--- config.mk ---
export PLATFORM = sky130hd
export DESIGN_NAME = int_sequencer
export DESIGN_NICKNAME = d
export VERILOG_FILES = /design/src/rtl/int_sequencer.sv
export SDC_FILE = /design/constraint.sdc
export NUM_CORES = 1
export LEC_CHECK = 0
export ABC_CLOCK_PERIOD_IN_PS = 1800
export CORE_UTILIZATION = 42
export DETAILED_ROUTE_END_ITERATION = 7
export PLACE_DENSITY = 0.83
export SETUP_SLACK_MARGIN = 0.05
export SKIP_CTS_REPAIR_TIMING = 1
export SYNTH_ARGS = -nofsm -noshare
export SYNTH_HDL_FRONTEND = slang
export SYNTH_SLANG_ARGS = --single-unit
--- constraint.sdc ---
create_clock -name clk -period 1.8 [get_ports clk]
set_clock_uncertainty 0.1 [all_clocks]
set_input_delay 0.36 -clock clk [delete_from_list [all_inputs] [get_ports clk]]
set_output_delay 0.36 -clock clk [all_outputs]
set_load 0.05 [all_outputs]
--- src/rtl/int_sequencer.sv ---
`default_nettype none
// ============================================================================
// int_sequencer: pushes PC (and optionally flags) to a memory frame on
// interrupt entry, and restores them on return. Option: INT_SAVE_FLAGS_EN
// Revision: 1.0
// ============================================================================
module int_sequencer #(
  parameter logic [15:0] FRAME_ADDR = 16'h0008
) (
  input  logic        clk,
  input  logic        rst,
  input  logic        manager_irq,
  input  logic [15:0] int_addr,
  input  logic        at_boundary,
  input  logic [15:0] cur_pc,
  input  logic [15:0] cur_flags,
  input  logic        rti_req,
  output logic        mem_req,
  output logic        mem_we,
  output logic [15:0] mem_addr,
  output logic [15:0] mem_wdata,
  input  logic [15:0] mem_rdata,
  input  logic        mem_ack,
  output logic        cpu_stall,
  output logic        pc_load,
  output logic [15:0] pc_val,
  output logic        flags_load,
  output logic [15:0] flags_val,
  output logic        priv_lv
);

  typedef enum logic [2:0] {
    IDLE     = 3'd0,
    SAVE_PC  = 3'd1,
    SAVE_FLG = 3'd2,
    VECTOR   = 3'd3,
    RET_PC   = 3'd4,
    RET_FLG  = 3'd5,
    RETURN   = 3'd6
  } state_t;

`ifdef INT_SAVE_FLAGS_EN
  localparam state_t AFTER_SAVE_PC = SAVE_FLG;
  localparam state_t AFTER_RET_PC  = RET_FLG;
`else
  localparam state_t AFTER_SAVE_PC = VECTOR;
  localparam state_t AFTER_RET_PC  = RETURN;
`endif

  localparam logic [15:0] FLAGS_ADDR = FRAME_ADDR + 16'd1;

  state_t      r_state;
  state_t      w_next;
  logic        r_priv;
  logic [15:0] r_vec;
  logic [15:0] r_pc;
  logic [15:0] r_pc_val;
  logic [15:0] w_flags_word;
  logic        w_accept_int;
  logic        w_accept_rti;

  assign w_accept_int = (r_state == IDLE) && r_priv && manager_irq && at_boundary;
  assign w_accept_rti = (r_state == IDLE) && !r_priv && rti_req;

  always_comb begin
    w_next = r_state;
    case (r_state)
      IDLE: begin
        if (w_accept_int)      w_next = SAVE_PC;
        else if (w_accept_rti) w_next = RET_PC;
      end
      SAVE_PC:  if (mem_ack) w_next = AFTER_SAVE_PC;
      SAVE_FLG: if (mem_ack) w_next = VECTOR;
      VECTOR:   w_next = IDLE;
      RET_PC:   if (mem_ack) w_next = AFTER_RET_PC;
      RET_FLG:  if (mem_ack) w_next = RETURN;
      RETURN:   w_next = IDLE;
      default:  w_next = IDLE;
    endcase
  end

  // Memory request fields are pure functions of state, so they hold until ack.
  always_comb begin
    mem_req   = 1'b0;
    mem_we    = 1'b0;
    mem_addr  = 16'h0000;
    mem_wdata = 16'h0000;
    case (r_state)
      SAVE_PC: begin
        mem_req   = 1'b1;
        mem_we    = 1'b1;
        mem_addr  = FRAME_ADDR;
        mem_wdata = r_pc;
      end
      SAVE_FLG: begin
        mem_req   = 1'b1;
        mem_we    = 1'b1;
        mem_addr  = FLAGS_ADDR;
        mem_wdata = w_flags_word;
      end
      RET_PC: begin
        mem_req  = 1'b1;
        mem_addr = FRAME_ADDR;
      end
      RET_FLG: begin
        mem_req  = 1'b1;
        mem_addr = FLAGS_ADDR;
      end
      default: ;
    endcase
  end

  always_ff @(posedge clk) begin
    if (rst) begin
      r_state  <= IDLE;
      r_priv   <= 1'b0;
      r_vec    <= 16'h0000;
      r_pc     <= 16'h0000;
      r_pc_val <= 16'h0000;
    end else begin
      r_state <= w_next;
      if (w_accept_int) begin
        r_vec <= int_addr;
        r_pc  <= cur_pc;
      end
      if (r_state == RET_PC && mem_ack) r_pc <= mem_rdata;
      if (w_next == VECTOR && r_state != VECTOR) r_pc_val <= r_vec;
      // Without the flags word, RETURN follows RET_PC directly off the read data.
      if (w_next == RETURN && r_state != RETURN)
        r_pc_val <= (r_state == RET_PC) ? mem_rdata : r_pc;
      if (r_state == VECTOR) r_priv <= 1'b0;
      if (r_state == RETURN) r_priv <= 1'b1;
    end
  end

`ifdef INT_SAVE_FLAGS_EN
  logic [15:0] r_flags;
  logic [15:0] r_flags_val;

  always_ff @(posedge clk) begin
    if (rst) begin
      r_flags     <= 16'h0000;
      r_flags_val <= 16'h0000;
    end else begin
      if (w_accept_int) r_flags <= cur_flags;
      if (r_state == RET_FLG && mem_ack) r_flags_val <= mem_rdata;
    end
  end

  assign w_flags_word = r_flags;
  assign flags_load   = (r_state == RETURN);
  assign flags_val    = r_flags_val;
`else
  logic unused_flags;
  assign unused_flags = ^cur_flags;
  assign w_flags_word = 16'h0000;
  assign flags_load   = 1'b0;
  assign flags_val    = 16'h0000;
`endif

  assign cpu_stall = (r_state != IDLE) || w_accept_int || w_accept_rti;
  assign pc_load   = (r_state == VECTOR) || (r_state == RETURN);
  assign pc_val    = r_pc_val;
  assign priv_lv   = (r_state == VECTOR) ? 1'b0 : r_priv;

endmodule
`default_nettype wire

# Word level (Yosys, flattened, before mapping)

Cells that the tools add are included.

Latch bits: 0
Logic and storage cells: 52
Bits in writable memories: 0
Memories: 0
Input port bits: 70
Register bits after elaboration: 52
Output and inout bits: 70
Bits in read-only memories: 0

Divide/modulo/power cells: 0
Muxes and demuxes: 16
Magnitude comparators: 0
Reductions and logical operators: 21
$add $sub $neg: 0
Equality and inequality tests: 10
Bitwise logic cells: 0
Shift operators: 0
Multipliers: 0

Operator list:

| cell                                                  | number |
|---|---|
| 2-to-1 mux 16 bit                                     | 6 |
| == test 3 bit, second input constant                  | 4 |
| 2-to-1 mux 3 bit                                      | 4 |
| == test 3 x 2 -> 1 bit, second input constant         | 3 |
| case mux 3 bit (3 select lines)                       | 1 |
| logical AND 1 bit                                     | 8 |
| case mux 4 bit (2 select lines)                       | 1 |
| OR reduction 2 bit                                    | 4 |
| 2-to-1 mux 1 bit                                      | 4 |
| nonzero test 2 bit                                    | 2 |
| OR reduction 4 bit                                    | 1 |
| == test 3 x 1 -> 1 bit, second input constant         | 1 |
| logical NOT 3 bit                                     | 1 |
| logical OR 1 bit                                      | 3 |
| inequality test 3 x 2 -> 1 bit, second input constant | 1 |
| inequality test 3 bit, second input constant          | 1 |
| nonzero test 3 bit                                    | 1 |
| logical NOT 1 bit                                     | 1 |

# Logic depth before layout (Yosys ltp)

Word-level depth: 10
Gate-level depth with buffers: 6
Depth with buffers taken out: 3

# Worst setup path after synthesis

OpenSTA, ideal clock, no wires.

Kind: register -> output
Start point: register r_state[0]
End point: output mem_addr[3]
Arrival time: 1659 ps
Slack: -319 ps
Required time: 1340 ps
Cell stages (with the launch flop): 5
Cells stage by stage: dfxtp_1 -> buf_6 -> buf_2 -> nor2_1 -> xnor2_1

Word-level cells in the longest chain between the ends: 3
Elaborated cells between the ends (all ways): 7
Classes of those cells: eq/ne: 4; mux: 1; reduce/logical: 2

RTL lines:

| element                               | RTL line | source |
|---|---|---|
| start, declared                       | 52       | `state_t r_state;` |
| start signal, assigned                | 121      | `r_state <= w_next;` |
| == test 3 bit (tied with other cells) | 88       | `case (r_state)` |
| OR reduction 2 bit (no line)          | n/a      |  |
| case mux 4 bit (2 select lines) (*)   | 88       |  |
| end, declared                         | 20       | `output logic [15:0] mem_addr,` |

Mark *: on every way between the ends. The rest lies on a longest branch, timed or not.

# Worst setup path in the final report

Start point: register r_state[2]
End point: output mem_wdata[0]

Word-level cells in the longest chain between the ends: 2

RTL lines:

| element                | RTL line | source |
|---|---|---|
| == test 3 x 1 -> 1 bit | 88       |  |
| 2-to-1 mux 16 bit      | 88       |  |
| end, declared          | 21       | `output logic [15:0] mem_wdata,` |

No other way between the ends.

==> impl.org <==
** STA
- The final number of hold-violating endpoints was 0.
- Across all setup checks in the final design, the least slack found is -88.59 ps.
- Unrepaired setup endpoints after global routing :: yes
- The max-slew violation count came to 0.
- In the finished design, the share of the clock period the worst path needs comes to 104.9%.
- Setup violation total in the final timing report :: 17
- Max Fclk :: 529.5 MHz
- For the finished layout, the period the worst path requires is 1889 ps.

** Routing
- Vias per Instance :: 5.535
- Drt first-iter violations :: 199
- In the final routed layout, each cell accounts on average for 16.20 um.
- Total via count in the routed design :: 3,011
- Final WL :: 8815 um
- For this run, the detailed router's first-pass iteration total came to 4.
- Remaining antenna violation count :: 0
- DRC viols :: 0

** Critical path
- The worst setup path is captured at an output port.
- Data on the critical path is required at its endpoint by 1340 ps.
- Critical-path cell list :: nor3_4 -> buf_6 -> and2_4 -> buf_12
- The slowest stage of the critical path is the sky130_fd_sc_hd__dfxtp_4 cell.
- Worst path buffer plus inverter count :: 2
- Nature of the critical path startpoint :: register
- Grouping stages by cell kind, the critical path spends the most delay in simple AND/OR/NAND/NOR gates.
- The critical path is of the reg -> out type.
- Highest net fanout along the worst path :: 8
- On the worst path, the slowest cell contributes a delay of 380 ps.
- For the worst setup path, the data arrival time is 1430 ps.

** Clocking
- Worst-Skew Late Latency :: 310 ps
- CTS buffer count :: 5
- Clock transition at the registers of the reported paths :: 90 ps
- TritonCTS built the clock tree.
- The H-tree was split into 2 levels.
- Sinks on the clock net :: 52
- CTS placed an instance of sky130_fd_sc_hd__clkbuf_8 at the clock tree root.
- Maximum buffer depth of the clock tree :: 2

** Synth
- Yosys cell types :: 32
- Largest cells by area after synthesis :: sky130_fd_sc_hd__dfxtp_1 33%, sky130_fd_sc_hd__a21oi_1 7.9%, sky130_fd_sc_hd__buf_4 7.5%, sky130_fd_sc_hd__o211ai_2 5.6%, sky130_fd_sc_hd__mux2i_1 5.5%
- Dividing the synthesized area by the synthesized cell count gives 8.685 um^2.
- Synthesized instance count :: 358
- Summing every instance area after synthesis gives 3109 um^2.
- Cell type contributing the most total cell area after synthesis :: sky130_fd_sc_hd__dfxtp_1
- After synthesis, the largest area contributor takes up 33.48% of total cell area.
- After synthesis the netlist holds a flip-flop and latch count of 52.
- Count of yosys warnings during synthesis :: 0
- The share of the Yosys chip area taken by registers is 33.48%.

** Cells and area
- Leaving out fill and tap cells, the most frequent cells in the layout are 50 x sky130_fd_sc_hd__clkdlybuf4s50_1, 49 x sky130_fd_sc_hd__a21oi_1, 49 x sky130_fd_sc_hd__dfxtp_1, 38 x sky130_fd_sc_hd__buf_4, 31 x sky130_fd_sc_hd__conb_1.
- Leaving out fill and tap cells, the most frequent cell in the layout is sky130_fd_sc_hd__clkdlybuf4s50_1.
- Fraction of layout cells with a size suffix above 1 :: 28.31%
- Number of inserted filler cells in the final layout :: 618
- Number of nets in the final layout :: 514
- Diodes inserted :: 0
- Relative to the synthesized area, the layout overhead comes to 45.39%.
- Post-route cell area :: 4521 um^2
- Cells fill 62.66% of the core in the end.

** Global routing
- The via count of the first global-routing pass is 2,758.
- Antenna violations before repair :: 0
- For this run the aggregate overflow at the end of global routing stands at 0.
- Global-route usage over all layers :: 22.62%
- Pin count of the biggest net entering global routing :: 40
- The first global-routing pass estimated 13,540 um of wire.

** Die
- Total Die Area :: 7751 um^2
- Starting density of the core :: 43.10%
- I/O Pins :: 140
- In this run the standard cell core region covers 7214 um^2.
- Vertical extent of the die :: 88.04 um
- Horizontal die dimension :: 88.04 um
- Count of standard-cell rows :: 31

** Power and ir drop
- The clock network burns 20.0% of the power.
- Combinational cell fraction of total power :: 41.7%
- Net Sw Frac :: 38.69%
- Lkg Pwr :: 0.001596 uW
- Internal :: 2060 uW
- Worst vdd ir :: 0.0006714 V
- Switching component of the power :: 1300 uW
- Sequential cells account for 38.3% of the total power.
- Total power divided by cell area :: 743.1 nW/um^2

** Placement
- Count of port buffers added during placement :: 92
- Placed cell area :: 4339 um^2
- Routability-driven placement finished with a final weighted congestion of 0.8361.
- Half-perimeter wire length after placement :: 6354 um

** Outcome
- Failing checks :: negative setup slack
- The run finished, with violations left.

** Hold path
- In this run the worst hold path is classified as in -> reg.

** Flow run
- Max-cap violation count :: 0
[registers in the layout (all words and copies together), names as in the netlist]
| register | cells |
|---|---|
| pc_val | 16 |
| r_pc | 16 |
| r_vec | 16 |
| r_state | 3 |
| r_priv | 1 |
[power groups by stage]
stage                     clock network, uW  logic [uW]  registers (uW)
after global placement                    0        1340            1300
after floorplan                           0         859            1370
after global routing                    727        1480            1300
after CTS                               680        1370            1280
final                                   671        1400            1290
after detailed placement                  0        1360            1310
[cell families (layout without fill, tap and decap cells)]
group                     Yosys count  after routing  synth area share [%]
other                               1             31                0.1206
buffers and inverters              76            133                 14.49
muxes                              17             17                 5.473
and+or+nand+nor                    74             74                 14.93
DFF                                52             52                 33.48
xor gates and xnor gates            4              4                 1.127
AOI/OAI and AO/OA                 134            134                 30.38
[Yosys cell counts]
master                      count
sky130_fd_sc_hd__o211ai_1      18
sky130_fd_sc_hd__inv_1          3
sky130_fd_sc_hd__a32oi_1       14
sky130_fd_sc_hd__clkbuf_1      18
sky130_fd_sc_hd__o21ai_1       16
sky130_fd_sc_hd__a21oi_1       49
sky130_fd_sc_hd__buf_2         14
sky130_fd_sc_hd__nor4bb_1       2
sky130_fd_sc_hd__o22a_1        16
sky130_fd_sc_hd__nand3_1       20
sky130_fd_sc_hd__or4b_1         1
sky130_fd_sc_hd__o211ai_2      14
sky130_fd_sc_hd__nor3_1         2
sky130_fd_sc_hd__mux2i_1       17
sky130_fd_sc_hd__nor4b_4        1
sky130_fd_sc_hd__a21o_1         1
sky130_fd_sc_hd__nand3b_1      18
sky130_fd_sc_hd__nand2_1        8
sky130_fd_sc_hd__nand2b_1       1
sky130_fd_sc_hd__buf_4         31
sky130_fd_sc_hd__o31a_1         1
sky130_fd_sc_hd__and2_1        17
sky130_fd_sc_hd__dfxtp_1       52
sky130_fd_sc_hd__a31oi_1        4
sky130_fd_sc_hd__buf_6          4
sky130_fd_sc_hd__buf_1          5
sky130_fd_sc_hd__nor2_1         3
sky130_fd_sc_hd__clkbuf_2       1
sky130_fd_sc_hd__nand4bb_1      1
sky130_fd_sc_hd__o21ai_0        1
sky130_fd_sc_hd__xnor2_1        4
sky130_fd_sc_hd__conb_1         1
[layout make-up]
class / instances / area [um^2] / share of cell area [%]
clock buffers: 6 / 72.57 / 1.605
clock inverters: 2 / 16.27 / 0.3598
inverters: 3 / 18.77 / 0.4152
multi-input cells: 260 / 1844 / 40.80
flip-flops and latches: 52 / 1052 / 23.28
well taps: 99 / 123.9 / 2.740
repair buffers: 122 / 1393 / 30.81
[worst paths after layout]
kind / from / endpoint / slack [ps] / cells past startpoint
setup / recovery: r_state[2] / mem_wdata[0] / -90 / 4
hold / removal: rst / r_state[1] / 340 / 2
setup reg to reg: r_state[0] / pc_val[9] / 130 / 5
hold reg to reg: r_vec[13] / r_vec[13] / 390 / 2
[stage by stage]
step                cells  power, uW  hold slack [ps]  TNS, ps  setup slack (ps)
floorplan             388       2230            357.6        0             18.23
global placement      534       2642            367.9   -174.4            -94.57
detailed placement    534       2667            372.6    -1142            -95.03
CTS                   542       3326            333.8    -4474            -314.3
global route          544       3507            348.6    -2336            -147.4
finish                544       3359            339.1    -1061            -88.59
[per-layer routing]
metal,wire (um),global-route usage [%],vias up
li1,-,-,1432
met1,3682,29.39,1431
met2,4268,37.35,127
met3,600,3.959,21
met4,264,8.944,0
met5,0,0,-
(Power assumes the default switching activity.)
